==> src/rtl/rsa_operand_fetch_if.sv <==
// rsa_operand_fetch_if: SRAM read port and tagged word stream of the RSA operand fetcher.
//   sram_en/sram_addr : read request, address sampled by the SRAM at the next edge
//   sram_data         : read data, valid the cycle after the enabled edge
//   out_valid/ready   : stream handshake, word moves when both are high at an edge
//   out_data/tag/index/last : stream word, region tag (2=N, 1=key, 0=msg), index, last-of-region
//   master modport is the fetcher, slave modport is the SRAM plus consuming core.
interface rsa_operand_fetch_if #(
    parameter int AW = 8,
    parameter int DW = 32
);
    logic          sram_en;
    logic [AW-1:0] sram_addr;
    logic [DW-1:0] sram_data;
    logic          out_valid;
    logic          out_ready;
    logic [DW-1:0] out_data;
    logic [1:0]    out_tag;
    logic [5:0]    out_index;
    logic          out_last;

    modport master (
        output sram_en, sram_addr, out_valid, out_data, out_tag, out_index, out_last,
        input  sram_data, out_ready
    );

    modport slave (
        input  sram_en, sram_addr, out_valid, out_data, out_tag, out_index, out_last,
        output sram_data, out_ready
    );
endinterface

==> src/rtl/rsa_operand_fetch.sv <==
// rsa_operand_fetch: drains the N, key and message regions of the operand SRAM into a tagged stream.
//   clk   : clock, rising edge
//   rst_n : synchronous active-low reset
//   start : single-cycle request, honoured only in IDLE
//   busy  : high while the three regions are being fetched and drained
//   done  : one-cycle pulse the cycle after the final word handshake
//   bus   : master side of rsa_operand_fetch_if (SRAM read port and output stream)
module rsa_operand_fetch #(
    parameter int WORDS    = 64,
    parameter int MSG_BASE = 0,
    parameter int KEY_BASE = 64,
    parameter int MOD_BASE = 128,
    parameter int AW       = 8,
    parameter int DW       = 32
) (
    input  logic                  clk,
    input  logic                  rst_n,
    input  logic                  start,
    output logic                  busy,
    output logic                  done,
    rsa_operand_fetch_if.master   bus
);
    typedef enum logic [1:0] {IDLE, FETCH, DRAIN, DONE} state_t;
    typedef struct packed {
        logic [1:0]    tag;
        logic [5:0]    idx;
        logic [DW-1:0] data;
    } entry_t;

    state_t        state_q, state_d;
    logic          busy_q, busy_d, done_q, done_d;
    logic [5:0]    rd_cnt_q, rd_cnt_d;
    logic [1:0]    region_q, region_d;
    logic [AW-1:0] addr_q, addr_d;
    logic          inflight_q, inflight_d;
    logic [1:0]    inf_tag_q, inf_tag_d;
    logic [5:0]    inf_idx_q, inf_idx_d;
    entry_t        head_q, head_d, tail_q, tail_d;
    logic [1:0]    cnt_q, cnt_d;
    logic          issue, push, pop, region_end;
    logic [1:0]    slot;
    logic [AW-1:0] issue_addr;
    entry_t        new_ent;

    always_comb begin
        pop        = (cnt_q != 2'd0) && bus.out_ready;
        push       = inflight_q;
        // Buffered words plus the word still in the SRAM pipe never exceed two.
        issue      = (state_q == FETCH) &&
                     (({1'b0, cnt_q} + {2'b0, inflight_q} - {2'b0, pop}) < 3'd2);
        region_end = rd_cnt_q == 6'(WORDS - 1);
        issue_addr = (region_q == 2'd2 ? AW'(MOD_BASE) :
                      region_q == 2'd1 ? AW'(KEY_BASE) : AW'(MSG_BASE)) + AW'(rd_cnt_q);
        new_ent    = '{tag: inf_tag_q, idx: inf_idx_q, data: bus.sram_data};
        // Two-entry shift buffer: a pop moves tail to head, the landing word fills the first free slot.
        slot       = cnt_q - {1'b0, pop};
        head_d     = pop ? tail_q : head_q;
        tail_d     = tail_q;
        if (push && slot == 2'd0) head_d = new_ent;
        if (push && slot != 2'd0) tail_d = new_ent;
        cnt_d      = cnt_q + {1'b0, push} - {1'b0, pop};
        addr_d     = issue ? issue_addr : addr_q;
        inflight_d = issue;
        inf_tag_d  = issue ? region_q : inf_tag_q;
        inf_idx_d  = issue ? rd_cnt_q : inf_idx_q;
        state_d    = state_q;
        rd_cnt_d   = rd_cnt_q;
        region_d   = region_q;
        if (state_q == IDLE && start) begin
            state_d  = FETCH;
            rd_cnt_d = 6'd0;
            region_d = 2'd2;
        end
        if (issue) begin
            rd_cnt_d = region_end ? 6'd0 : rd_cnt_q + 6'd1;
            region_d = region_end ? region_q - 2'd1 : region_q;
            state_d  = (region_end && region_q == 2'd0) ? DRAIN : state_q;
        end
        // Looking at next-cycle occupancy lets done land right after the final handshake.
        if (state_q == DRAIN && cnt_d == 2'd0 && !inflight_d) state_d = DONE;
        if (state_q == DONE) state_d = IDLE;
        busy_d     = (state_d == FETCH) || (state_d == DRAIN);
        done_d     = state_d == DONE;
    end

    always_ff @(posedge clk) begin
        if (!rst_n) begin
            state_q    <= IDLE;
            busy_q     <= 1'b0;
            done_q     <= 1'b0;
            rd_cnt_q   <= '0;
            region_q   <= '0;
            addr_q     <= '0;
            inflight_q <= 1'b0;
            inf_tag_q  <= '0;
            inf_idx_q  <= '0;
            head_q     <= '0;
            tail_q     <= '0;
            cnt_q      <= '0;
        end else begin
            state_q    <= state_d;
            busy_q     <= busy_d;
            done_q     <= done_d;
            rd_cnt_q   <= rd_cnt_d;
            region_q   <= region_d;
            addr_q     <= addr_d;
            inflight_q <= inflight_d;
            inf_tag_q  <= inf_tag_d;
            inf_idx_q  <= inf_idx_d;
            head_q     <= head_d;
            tail_q     <= tail_d;
            cnt_q      <= cnt_d;
        end
    end

    assign busy          = busy_q;
    assign done          = done_q;
    assign bus.sram_en   = issue;
    assign bus.sram_addr = issue ? issue_addr : addr_q;
    assign bus.out_valid = cnt_q != 2'd0;
    assign bus.out_data  = head_q.data;
    assign bus.out_tag   = head_q.tag;
    assign bus.out_index = head_q.idx;
    assign bus.out_last  = (cnt_q != 2'd0) && (head_q.idx == 6'(WORDS - 1));

    no_overflow: assert property (@(posedge clk) disable iff (!rst_n)
        !(push && !pop && cnt_q == 2'd2));
endmodule

==> src/flat_wrapper.sv <==
// flat-port wrapper written by rule: the top's interface ports become plain ports
module rsa_operand_fetch_flat 
#(
    parameter int WORDS    = 64,
    parameter int MSG_BASE = 0,
    parameter int KEY_BASE = 64,
    parameter int MOD_BASE = 128,
    parameter int AW       = 8,
    parameter int DW       = 32
)
  (clk, rst_n, start, busy, done, bus_sram_en, bus_sram_addr, bus_out_valid, bus_out_data, bus_out_tag, bus_out_index, bus_out_last, bus_sram_data, bus_out_ready);
  rsa_operand_fetch_if #(.AW(AW), .DW(DW)) bus_i ();
  input  logic clk;
  input  logic rst_n;
  input  logic start;
  output logic busy;
  output logic done;
  output wire logic [$bits(bus_i.sram_en)-1:0] bus_sram_en;
  output wire logic [$bits(bus_i.sram_addr)-1:0] bus_sram_addr;
  output wire logic [$bits(bus_i.out_valid)-1:0] bus_out_valid;
  output wire logic [$bits(bus_i.out_data)-1:0] bus_out_data;
  output wire logic [$bits(bus_i.out_tag)-1:0] bus_out_tag;
  output wire logic [$bits(bus_i.out_index)-1:0] bus_out_index;
  output wire logic [$bits(bus_i.out_last)-1:0] bus_out_last;
  input wire logic [$bits(bus_i.sram_data)-1:0] bus_sram_data;
  input wire logic [$bits(bus_i.out_ready)-1:0] bus_out_ready;
  assign bus_sram_en = bus_i.sram_en;
  assign bus_sram_addr = bus_i.sram_addr;
  assign bus_out_valid = bus_i.out_valid;
  assign bus_out_data = bus_i.out_data;
  assign bus_out_tag = bus_i.out_tag;
  assign bus_out_index = bus_i.out_index;
  assign bus_out_last = bus_i.out_last;
  assign bus_i.sram_data = bus_sram_data;
  assign bus_i.out_ready = bus_out_ready;
  rsa_operand_fetch #(.WORDS(WORDS), .MSG_BASE(MSG_BASE), .KEY_BASE(KEY_BASE), .MOD_BASE(MOD_BASE), .AW(AW), .DW(DW)) u_core (.clk(clk), .rst_n(rst_n), .start(start), .busy(busy), .done(done), .bus(bus_i));
endmodule
==> config.mk <==
export PLATFORM = sky130hd
export DESIGN_NAME = rsa_operand_fetch_flat
export DESIGN_NICKNAME = d
export VERILOG_FILES = /design/src/rtl/rsa_operand_fetch_if.sv /design/src/rtl/rsa_operand_fetch.sv /design/src/flat_wrapper.sv
export SDC_FILE = /design/constraint.sdc
export NUM_CORES = 1
export LEC_CHECK = 0
export BUFFER_PORTS_ARGS = -buffer_cell sky130_fd_sc_hd__clkbuf_2
export CORE_MARGIN = 8
export CORE_UTILIZATION = 45
export DETAILED_ROUTE_END_ITERATION = 8
export GPL_TIMING_DRIVEN = 0
export PLACE_DENSITY = 0.69
export SYNTH_ARGS = -nofsm -noshare
export SYNTH_HDL_FRONTEND = slang
export SYNTH_SLANG_ARGS = --single-unit
==> constraint.sdc <==
create_clock -name clk -period 3 [get_ports clk]
set_input_delay 0.45 -clock clk [delete_from_list [all_inputs] [get_ports clk]]
set_output_delay 0.45 -clock clk [all_outputs]
set_load 0.005 [all_outputs]
==> results of run 1 <==
## worst reg2reg max path, cell delays in order, from the launching register on
cell                       delay (ps)
sky130_fd_sc_hd__dfxtp_4          360
sky130_fd_sc_hd__or2_4            270
sky130_fd_sc_hd__nand2_8           90
sky130_fd_sc_hd__inv_4             30
sky130_fd_sc_hd__ha_4             260
sky130_fd_sc_hd__inv_4             30
sky130_fd_sc_hd__ha_4             140
sky130_fd_sc_hd__inv_2             40
sky130_fd_sc_hd__fa_2             490
sky130_fd_sc_hd__nand3_4          130
sky130_fd_sc_hd__inv_4             50
sky130_fd_sc_hd__buf_6            130
sky130_fd_sc_hd__buf_4            150
sky130_fd_sc_hd__a211oi_2         210
sky130_fd_sc_hd__ha_1             260
sky130_fd_sc_hd__and2_1           150
## power groups by stage
stage | clock, mW | combinational (mW) | sequential [mW]
after floorplan | 0 | 1.13 | 1.87
after global placement | 0 | 1.57 | 1.87
after detailed placement | 0 | 1.61 | 1.89
after CTS | 0.869 | 1.95 | 1.84
after global routing | 0.941 | 2.24 | 1.87
final | 0.845 | 2.05 | 1.85
## registers in the layout, indices dropped and copies added (netlist names)
name,flops
u_core.inf_tag_q,2
u_core.bus.out_tag,2
u_core.inflight_q,1
u_core.addr_q,8
u_core.tail_q,40
u_core.busy,1
u_core.bus.out_data,32
u_core.done,1
u_core.state_q,2
u_core.rd_cnt_q,6
u_core.region_q,2
u_core.bus.out_index,6
u_core.cnt_q,2
u_core.inf_idx_q,6
## stage by stage
step                setup TNS [ps]  hold slack, ps  std cells  setup WS, ps
global placement             -2760             441        739          -407
global route                 -2620             301        780          -355
CTS                          -2730             295        776          -371
detailed placement           -3070             447        739          -432
finish                       -1650             306        780          -255
floorplan                        0             436        516          3.88
## metal layers
metal  track usage  up-vias  share of wire  wire, um
met5             0        -              0         0
met4        0.0474        0         0.0075        89
met3        0.0433       12          0.055       653
met2         0.297      106           0.49      5860
met1         0.196     1904           0.44      5280
li1              -     2016              -         -
## timing repair
item,in CTS,in global routing
setup endpoints to repair,22,11
cloned,0,0
pin swaps,16,10
gates resized for setup,42,16
setup buffers,21,7
## final cells by class
| cell class | instances | area (um^2) |
|---|---|---|
| clock inverters | 6 | 43.8 |
| well taps | 136 | 170 |
| inverters | 9 | 41.3 |
| repair buffers | 113 | 677 |
| plain buffers | 35 | 198 |
| flip-flops and latches | 111 | 2230 |
| clock buffers | 10 | 138 |
| multi-input cells | 360 | 2450 |
| fillers | 943 | 4340 |
## logic make-up (layout without fill, tap and decap cells)
family	Yosys count	count (layout)	synth area share
AO/OA/AOI/OAI	117	117	0.198
flip-flops	111	111	0.467
adder cells (fa/ha/maj)	8	8	0.0226
AND/OR/NAND/NOR	191	191	0.170
buffers and inverters	45	173	0.0487
XOR/XNOR	2	2	0.00526
multiplexers	42	42	0.0889
## worst max-delay path by stage
stage                                          start               end  slack [ps]  depth (start not counted)
final                     u_core.cnt_q[1]$_SDFF_PN0_  bus_sram_addr[7]        -250                         12
after global routing      u_core.cnt_q[1]$_SDFF_PN0_  bus_sram_addr[7]        -360                         13
after CTS                 u_core.cnt_q[1]$_SDFF_PN0_  bus_sram_addr[7]        -370                         14
after detailed placement  u_core.cnt_q[1]$_SDFF_PN0_  bus_sram_addr[5]        -430                         16
after global placement    u_core.cnt_q[1]$_SDFF_PN0_  bus_sram_addr[5]        -410                         16
after floorplan           u_core.cnt_q[1]$_SDFF_PN0_  bus_sram_addr[3]           4                         15
## Yosys cell counts, types with 3 or more instances
library cell	instances	area, um^2
sky130_fd_sc_hd__clkbuf_1	12	45.0
sky130_fd_sc_hd__a211oi_2	41	513
sky130_fd_sc_hd__buf_2	11	55.1
sky130_fd_sc_hd__inv_1	8	30.0
sky130_fd_sc_hd__ha_1	7	87.6
sky130_fd_sc_hd__nor2_1	48	180
sky130_fd_sc_hd__a31oi_1	5	31.3
sky130_fd_sc_hd__mux2i_1	40	400
sky130_fd_sc_hd__nand3_1	4	20.0
sky130_fd_sc_hd__and2_1	7	43.8
sky130_fd_sc_hd__dfxtp_1	111	2220
sky130_fd_sc_hd__buf_6	6	67.6
sky130_fd_sc_hd__buf_1	6	22.5
sky130_fd_sc_hd__nor2b_1	3	18.8
sky130_fd_sc_hd__o21ai_0	4	20.0
sky130_fd_sc_hd__nand2_1	113	424
sky130_fd_sc_hd__a21oi_1	56	280
==> results, run 1 <==
- The flow ran to the end, but the final reports show violations.
- The final reports fail on setup timing.
- The worst min-delay path category is input port to flop.
- Counting every net in the synthesized netlist gives 560.
- In the layout the commonest cells are sky130_fd_sc_hd__dfxtp_1 (109), sky130_fd_sc_hd__nand2_1 (98), sky130_fd_sc_hd__clkbuf_2 (83).
- The leakage component of the power is 2.65 nW.
- The internal power contribution is 3.02 mW.
- The share of the yosys chip area belonging to registers is 0.467.
- The initial core utilization is 0.463.
- The portion of the clock cycle consumed by the worst path in the final layout is 1.08.
- The switching part of the total is 0.364.
- CTS placed an instance of sky130_fd_sc_hd__clkbuf_8 at the clock tree root.
- The slowest stage cell on the critical path is sky130_fd_sc_hd__fa_2.
- The endpoint of the lowest-slack register-to-register path is u_core.busy$_SDFF_PN0_.
- The distinct cell type count of the synthesized netlist is 47.
- The number of design rule violations left after detail routing is 0.
- The placer's final routability congestion estimate is 0.847.
- For the pin with the worst max-slew slack, the measured transition is 764 ps.
- The worst slew margin relative to its limit is 0.491.
- After synthesis the cells add up to 4760 um^2.
- The maximum number of pins on one net before global-route repair is 19.
- IR analysis of the VDD net gives a maximum drop of 487 uV.
- Of the total power, registers draw 0.389.
- Counting flops with a built-in enable in the synthesized netlist gives 0.
- The routed layout has 4038 vias.
- The launch instance of the worst register-to-register path is u_core.cnt_q[1]$_SDFF_PN0_.
- The signal on the critical path passes through or2_4 -> nand2_8 -> inv_4 -> ha_4 -> inv_4 -> ha_4 -> inv_2 -> fa_2 -> nand3_4 -> buf_6 -> mux2_4 -> buf_6.
- The wire length after detailed routing is 11900 um.
- The internal reg-to-reg setup slack is 110 ps.
- The number of pins exceeding their max-slew limit in the final report is 0.
- Summing all placed instances gives a cell area of 5370 um^2.
- The Yosys step of the flow raised 0 warnings.
- After the first detailed-routing iteration, the DRC count stood at 260.
- In the final layout, the share of cells above drive strength 1 is 0.343.
- Once layout is complete, the utilization of the core stands at 0.578.
- The arrival time at the worst endpoint is 2800 ps.
- Counting instances, the worst hold path has a depth of 3.
- Counting both buffers and inverters, the worst setup path holds a total of 5.
- After clock tree synthesis, the clock-pin slew on the worst setup and hold paths is 110 ps.
- The synthesis-to-layout area growth is 24.9%.
- The number of antenna diodes is 0.
- The level count of the clock H-tree is 3.
- The number of endpoints with negative hold slack in the final report is 0.
- The endpoint of the worst hold path is u_core.tail_q[9]$_SDFFE_PN0P_.
- In this run the tool buffered the top-level ports with 87 buffer cells.
- The post-layout total power is 4.74 mW.
- The proportion of register bits with asynchronous set or reset after synthesis is 0.
- Clock tree synthesis inserted a total of 9 buffers.
- The cell count after synthesis is 516.
- The clock net sink count is 111.
- After detailed routing, the average wire length per cell comes to 15.2 um.
- The later pin in the worst-skew pair is clocked with a latency of 360 ps.
- The most used flip-flop cell after synthesis is sky130_fd_sc_hd__dfxtp_1.
- The clock network fraction of total power is 0.178.
- After floorplanning, the core was sized to cover 10300 um^2.
- Of the total power, combinational logic draws 0.432.
- The estimated wirelength of the detail-placed design is 8350 um.
- TritonCTS built the clock tree.
- The global-route wire length before repair is 19900 um.
- Measured along the x axis, the die boundary spans 119 um.
- The number of optimization iterations in the first detailed-route pass is 5.
- The number of antenna violations at the first check in global routing is 0.
- For this run, the top clock speed supported by timing is 307 MHz.
- Summed over all nets, the switching power comes to 1.73 mW.
- The synthesized design contains 111 register bits.
- STA classifies the critical path endpoint as an output pin.
- The via count of the first global-routing pass is 4194.
- Max-cap violations in this run came to 0.
- The top-level port count is 89.
- Setup repair after global routing could not meet its margin everywhere.
- Counting cells, the worst reg-to-reg path comes to 15.
- Each instance of the synthesized netlist takes up on average 9.22 um^2.
- STA classifies the critical path startpoint as a flop.
- The clock passes through at most 2 buffers.
- The startpoint of the lowest-slack hold path is bus_sram_data[9].
- After layout, the worst setup slack is -255 ps.
- After routing the design area is 5940 um^2.
- Row generation in the floorplan step produced 37 rows.
- The die covers 14100 um^2.
- Once detail routing completed, the nets flagged for antenna violations numbered 0.
- The smallest clock period supported by the final layout is computed as 3250 ps.
- The vertical die dimension is 119 um.
- In this run the power density over the cells is 798 nW/um^2.
- Hold repair after CTS inserted 0 buffers.
- The number of nets in the layout is 683.
- The category of the critical setup timing path is flop to output pin.
- In the global route stage, overall resource usage came out at 0.168.
- The data required time at the worst endpoint is 2550 ps.
- The final number of setup-violating endpoints is 9.
- Clock skew on the completed layout was measured at 10.4 ps.
- The detail-routed via count per cell is 5.18.
- Broken down by cell family, the worst path's largest delay share belongs to adder cells.
- For this run, the slowest stage of the critical path takes 600 ps.
- The total overflow reported by the global router is 0.
- The maximum net fanout on the critical path is 5.
- The most common cell after layout, fill and taps aside is sky130_fd_sc_hd__dfxtp_1.
(Power assumes the default switching activity.)
==> run 2, diff against run 1 <==
ABC_AREA = 1   (was unset)
CELL_PAD_IN_SITES_DETAIL_PLACEMENT = 0   (was unset)
CELL_PAD_IN_SITES_GLOBAL_PLACEMENT = 1   (was unset)
CORE_UTILIZATION = 36   (was 45)
PLACE_DENSITY = unset   (was 0.69)
PLACE_DENSITY_LB_ADDON = 0.1   (was unset)
==> run 2 against run 1 <==
The flow still finishes with violations (setup timing). Cell area up 1.6%. Critical path depth up 3. Synthesized cell count rose by 23%. Die area increased by 20%. Clock power rose by 47%. Combinational power rose by 16%. Cell count rose by 20%. Critical path type unchanged. Critical endpoint unchanged. Highest routed layer unchanged.
==> results, run 2 <==
- The flow ran to the end, but the final reports show violations.
- The synthesized netlist occupies a cell area of 4700 um^2.
- Setup repair after global routing could not meet its margin everywhere.
- The number of antenna violations at the first check in global routing is 0.
- The commonest cells after synthesis are sky130_fd_sc_hd__o21ai_0 (119), sky130_fd_sc_hd__dfxtp_1 (111), sky130_fd_sc_hd__nand2_1 (100), sky130_fd_sc_hd__a21oi_1 (99), sky130_fd_sc_hd__inv_1 (62).
- For this design the top-level I/O count stands at 89.
- The wire length after detailed routing is 13500 um.
- The maximum frequency from static timing analysis is 316 MHz.
- In this run, synthesis inferred 0 flip-flops with an integrated enable.
- The area share of the largest cell type after synthesis is 0.473.
- The cell count after synthesis is 637.
- The share of the yosys chip area belonging to registers is 0.473.
- STA classifies the critical path endpoint as an output pin.
- Measured against its own limit, the worst slew margin works out to 0.639.
- The number of cells on the worst reg-to-reg path is 20.
- The arrival time at the worst endpoint is 2720 ps.
- The number of pins exceeding their max-slew limit in the final report is 0.
- The critical path in this run is classified as flop to output pin.
- The startpoint type of the worst setup path is a flop.
- Max-cap violations in this run came to 0.
- The clock edge transition at the registers on the reported setup and hold paths is 70 ps.
- In the finished design, the share of the clock period the worst path needs comes to 1.06.
- The setup slack of the critical path after layout is -168 ps.
- The cell depth of the worst min-delay path is 3.
- The number of endpoints with negative hold slack in the final report is 0.
- The worst min-delay path category is input port to flop.
- Using the TritonRoute via totals, the vias-per-cell ratio works out to 4.79.
- Clock tree synthesis selected as its root buffer the cell sky130_fd_sc_hd__clkbuf_16.
- The proportion of register bits with asynchronous set or reset after synthesis is 0.
- After the last flow step, the layout net total stands at 802.
- In the layout the commonest cells are sky130_fd_sc_hd__o21ai_0 (117), sky130_fd_sc_hd__dfxtp_1 (109), sky130_fd_sc_hd__a21oi_1 (98).
- Sorting the synthesized cells by area gives the leading types as sky130_fd_sc_hd__dfxtp_1 (47%), sky130_fd_sc_hd__o21ai_0 (13%), sky130_fd_sc_hd__a21oi_1 (11%).
- The number of fill cells in the layout is 1333.
- The area growth from synthesis to layout is 28.5%.
- The mean cell area of the mapped netlist is 7.38 um^2.
- The clock latency on the worst-skew pair is 360 ps.
- The synthesized netlist contains 27 unique library cells.
- The horizontal extent of the die is 130 um.
- The total vias in the final route is 4475.
- For this design the ratio of total power to cell area is 918 nW/um^2.
- The cell taking the most area after synthesis is sky130_fd_sc_hd__dfxtp_1.
- The most frequently used cell type in the post-synthesis netlist is sky130_fd_sc_hd__o21ai_0.
- VDD sags by at most 645 uV.
- The via count of the first global-routing pass is 4278.
- The clock net in this run drives a total of 111 sinks.
- Summed over all failing endpoints, the final setup total negative slack is -1270 ps.
- The final-layout worst hold slack is 369 ps.
- TritonCTS built the clock tree.
- Synthesis inferred 111 register bits.
- In the global route stage, overall resource usage came out at 0.164.
- More flip-flops sit in one register than any other, and that register is u_core.tail_q.
- The maximum clock path buffer count is 2.
- The maximum net fanout on the critical path is 4.
- After the first detailed-routing iteration, the DRC count stood at 345.
- The library cell used most frequently in the layout, excluding fill and tap cells, is sky130_fd_sc_hd__o21ai_0.
- Once detailed placement completed, the half-perimeter wirelength came to 9390 um.
- The total of hold buffers inserted after clock tree synthesis is 0.
- The most used flip-flop cell after synthesis is sky130_fd_sc_hd__dfxtp_1.
- The shortest period the worst path allows is 3170 ps.
- The total clock buffers created by CTS is 9.
- The floorplan has 41 rows.
- For the worst setup path, the data required time is 2550 ps.
- Of the cells placed in the final design, the portion with a size suffix greater than 1 is 0.248.
- At the pin with the least slew margin, the transition time is 542 ps.
- For this configuration, the core starts out at a cell density of 0.371.
- In the final layout, flip-flops and latches occupy 2230 um^2.
- The clock skew is 9.06 ps.
- The first global-routing pass estimated 21700 um of wire.
- In this run the remaining antenna-violating nets after routing total 0.
- The floorplan step defined a die boundary enclosing 17000 um^2.
- The number of optimization iterations in the first detailed-route pass is 4.
- The average wire per cell in the routed design is 14.5 um.
- Buffers placed on the I/O ports in this run total 88.
- Summing all multi-input logic gate instances after layout gives 2170 um^2.
- At the end of routability-driven placement, the weighted congestion stood at 0.807.
- The analysis attributes to cell leakage a power of 2.75 nW.
- Setup violations remaining at the end of the flow were counted as 9.
- The level count of the clock H-tree is 3.
- The checks that failed: setup timing.
- Entering global routing, the biggest net connects 17 pins.
- The net count after synthesis is 681.
- For this run, design rule violations remaining after detail routing come to 0.
- The post-layout total power is 5.55 mW.
- The die is 130 um tall.
- The number of flip-flops under the largest register name is 40.
- Summed over all layers, the global routing overflow is 0.
- The count of synthesis-stage warnings from yosys is 0.
- The number of antenna diodes is 0.
- The internal reg-to-reg setup slack is 50 ps.
- The floorplan step defined a core boundary enclosing 12700 um^2.
==> run 2: cell count changes in the layout (fill, tap and decap cells not counted), moves of 7 or more <==
| cell | before | now |
|---|---|---|
| sky130_fd_sc_hd__and2_1 | 7 | 0 |
| sky130_fd_sc_hd__nor2_1 | 48 | 58 |
| sky130_fd_sc_hd__clkbuf_16 | 0 | 9 |
| sky130_fd_sc_hd__a211oi_2 | 41 | 0 |
| sky130_fd_sc_hd__mux2i_1 | 40 | 0 |
| sky130_fd_sc_hd__o21ai_1 | 1 | 8 |
| sky130_fd_sc_hd__clkbuf_1 | 12 | 22 |
| sky130_fd_sc_hd__clkbuf_8 | 10 | 3 |
| sky130_fd_sc_hd__o21ai_0 | 4 | 117 |
| sky130_fd_sc_hd__buf_4 | 17 | 24 |
| sky130_fd_sc_hd__a21oi_1 | 55 | 98 |
| sky130_fd_sc_hd__inv_1 | 5 | 60 |
| sky130_fd_sc_hd__nand2_1 | 98 | 82 |
==> run 2: power breakdown <==
part           total, mW  internal (mW)  switching [mW]
Clock               1.24          0.714           0.531
Combinational       2.38           1.04            1.34
Sequential          1.92           1.75           0.176
Total               5.55           3.50            2.05
==> run 2: critical path: stages (launching register included) <==
cell                       delay, ps
sky130_fd_sc_hd__dfxtp_4         350
sky130_fd_sc_hd__nor2_4          130
sky130_fd_sc_hd__buf_6           130
sky130_fd_sc_hd__nor2_8           40
sky130_fd_sc_hd__ha_4            220
sky130_fd_sc_hd__inv_4            60
sky130_fd_sc_hd__ha_4            120
sky130_fd_sc_hd__inv_2            30
sky130_fd_sc_hd__fa_2            570
sky130_fd_sc_hd__nand3_2         100
sky130_fd_sc_hd__nor2_4          180
sky130_fd_sc_hd__buf_6           130
sky130_fd_sc_hd__or2_4           100
sky130_fd_sc_hd__o21ai_2          50
sky130_fd_sc_hd__inv_1            50
sky130_fd_sc_hd__clkbuf_2        100
==> run 2: worst paths after layout <==
kind                                                     from                             endpoint
worst max register to register     u_core.cnt_q[1]$_SDFF_PN0_               u_core.busy$_SDFF_PN0_
worst min-delay path                         bus_sram_data[1]  u_core.bus.out_data[1]$_SDFFE_PN0P_
worst max-delay path               u_core.cnt_q[1]$_SDFF_PN0_                     bus_sram_addr[7]
worst min register to register  u_core.tail_q[0]$_SDFFE_PN0P_        u_core.tail_q[0]$_SDFFE_PN0P_
==> run 2: layout make-up <==
type                    count  area share
clock inverters             3     0.00663
flip-flops and latches    111       0.369
clock buffers              13      0.0448
multi-input cells         419       0.359
repair buffers            111       0.107
well taps                 172      0.0356
inverters                  65      0.0408
plain buffers              41      0.0373
==> run 2: per-layer routing <==
layer | up-vias | GRT usage | wire, um
met2 | 97 | 0.274 | 6800
met5 | - | 0 | 0
li1 | 2325 | - | -
met4 | 0 | 0.0458 | 175
met3 | 11 | 0.0477 | 765
met1 | 2042 | 0.200 | 5770
==> run 2: through the flow <==
step | instances | util | area [um^2] | setup WS, ps
after floorplan | 637 | - | 4700 | 32.0
after global placement | 897 | 0.423 | 5360 | -531
after detailed placement | 897 | 0.423 | 5360 | -524
after CTS | 925 | 0.460 | 5830 | -234
after global routing | 935 | 0.477 | 6040 | -300
final | 935 | 0.477 | 6040 | -168
==> run 2: cell families (layout without fill, tap and decap cells) <==
logic type,count (synthesis),in the layout,synth area share
flip-flops,111,111,0.473
AND/OR/NAND/NOR,183,183,0.162
adder cells (fa/ha/maj),8,8,0.0229
buffers and inverters,107,233,0.0980
AO/OA/AOI/OAI,228,228,0.244
==> run 2: timing repair <==
item | in CTS | in global routing
buffers inserted | 13 | 10
setup endpoints to repair | 29 | 11
gates resized for setup | 26 | 34
hold endpoints to repair | 0 | 0
pin swaps | 12 | 15
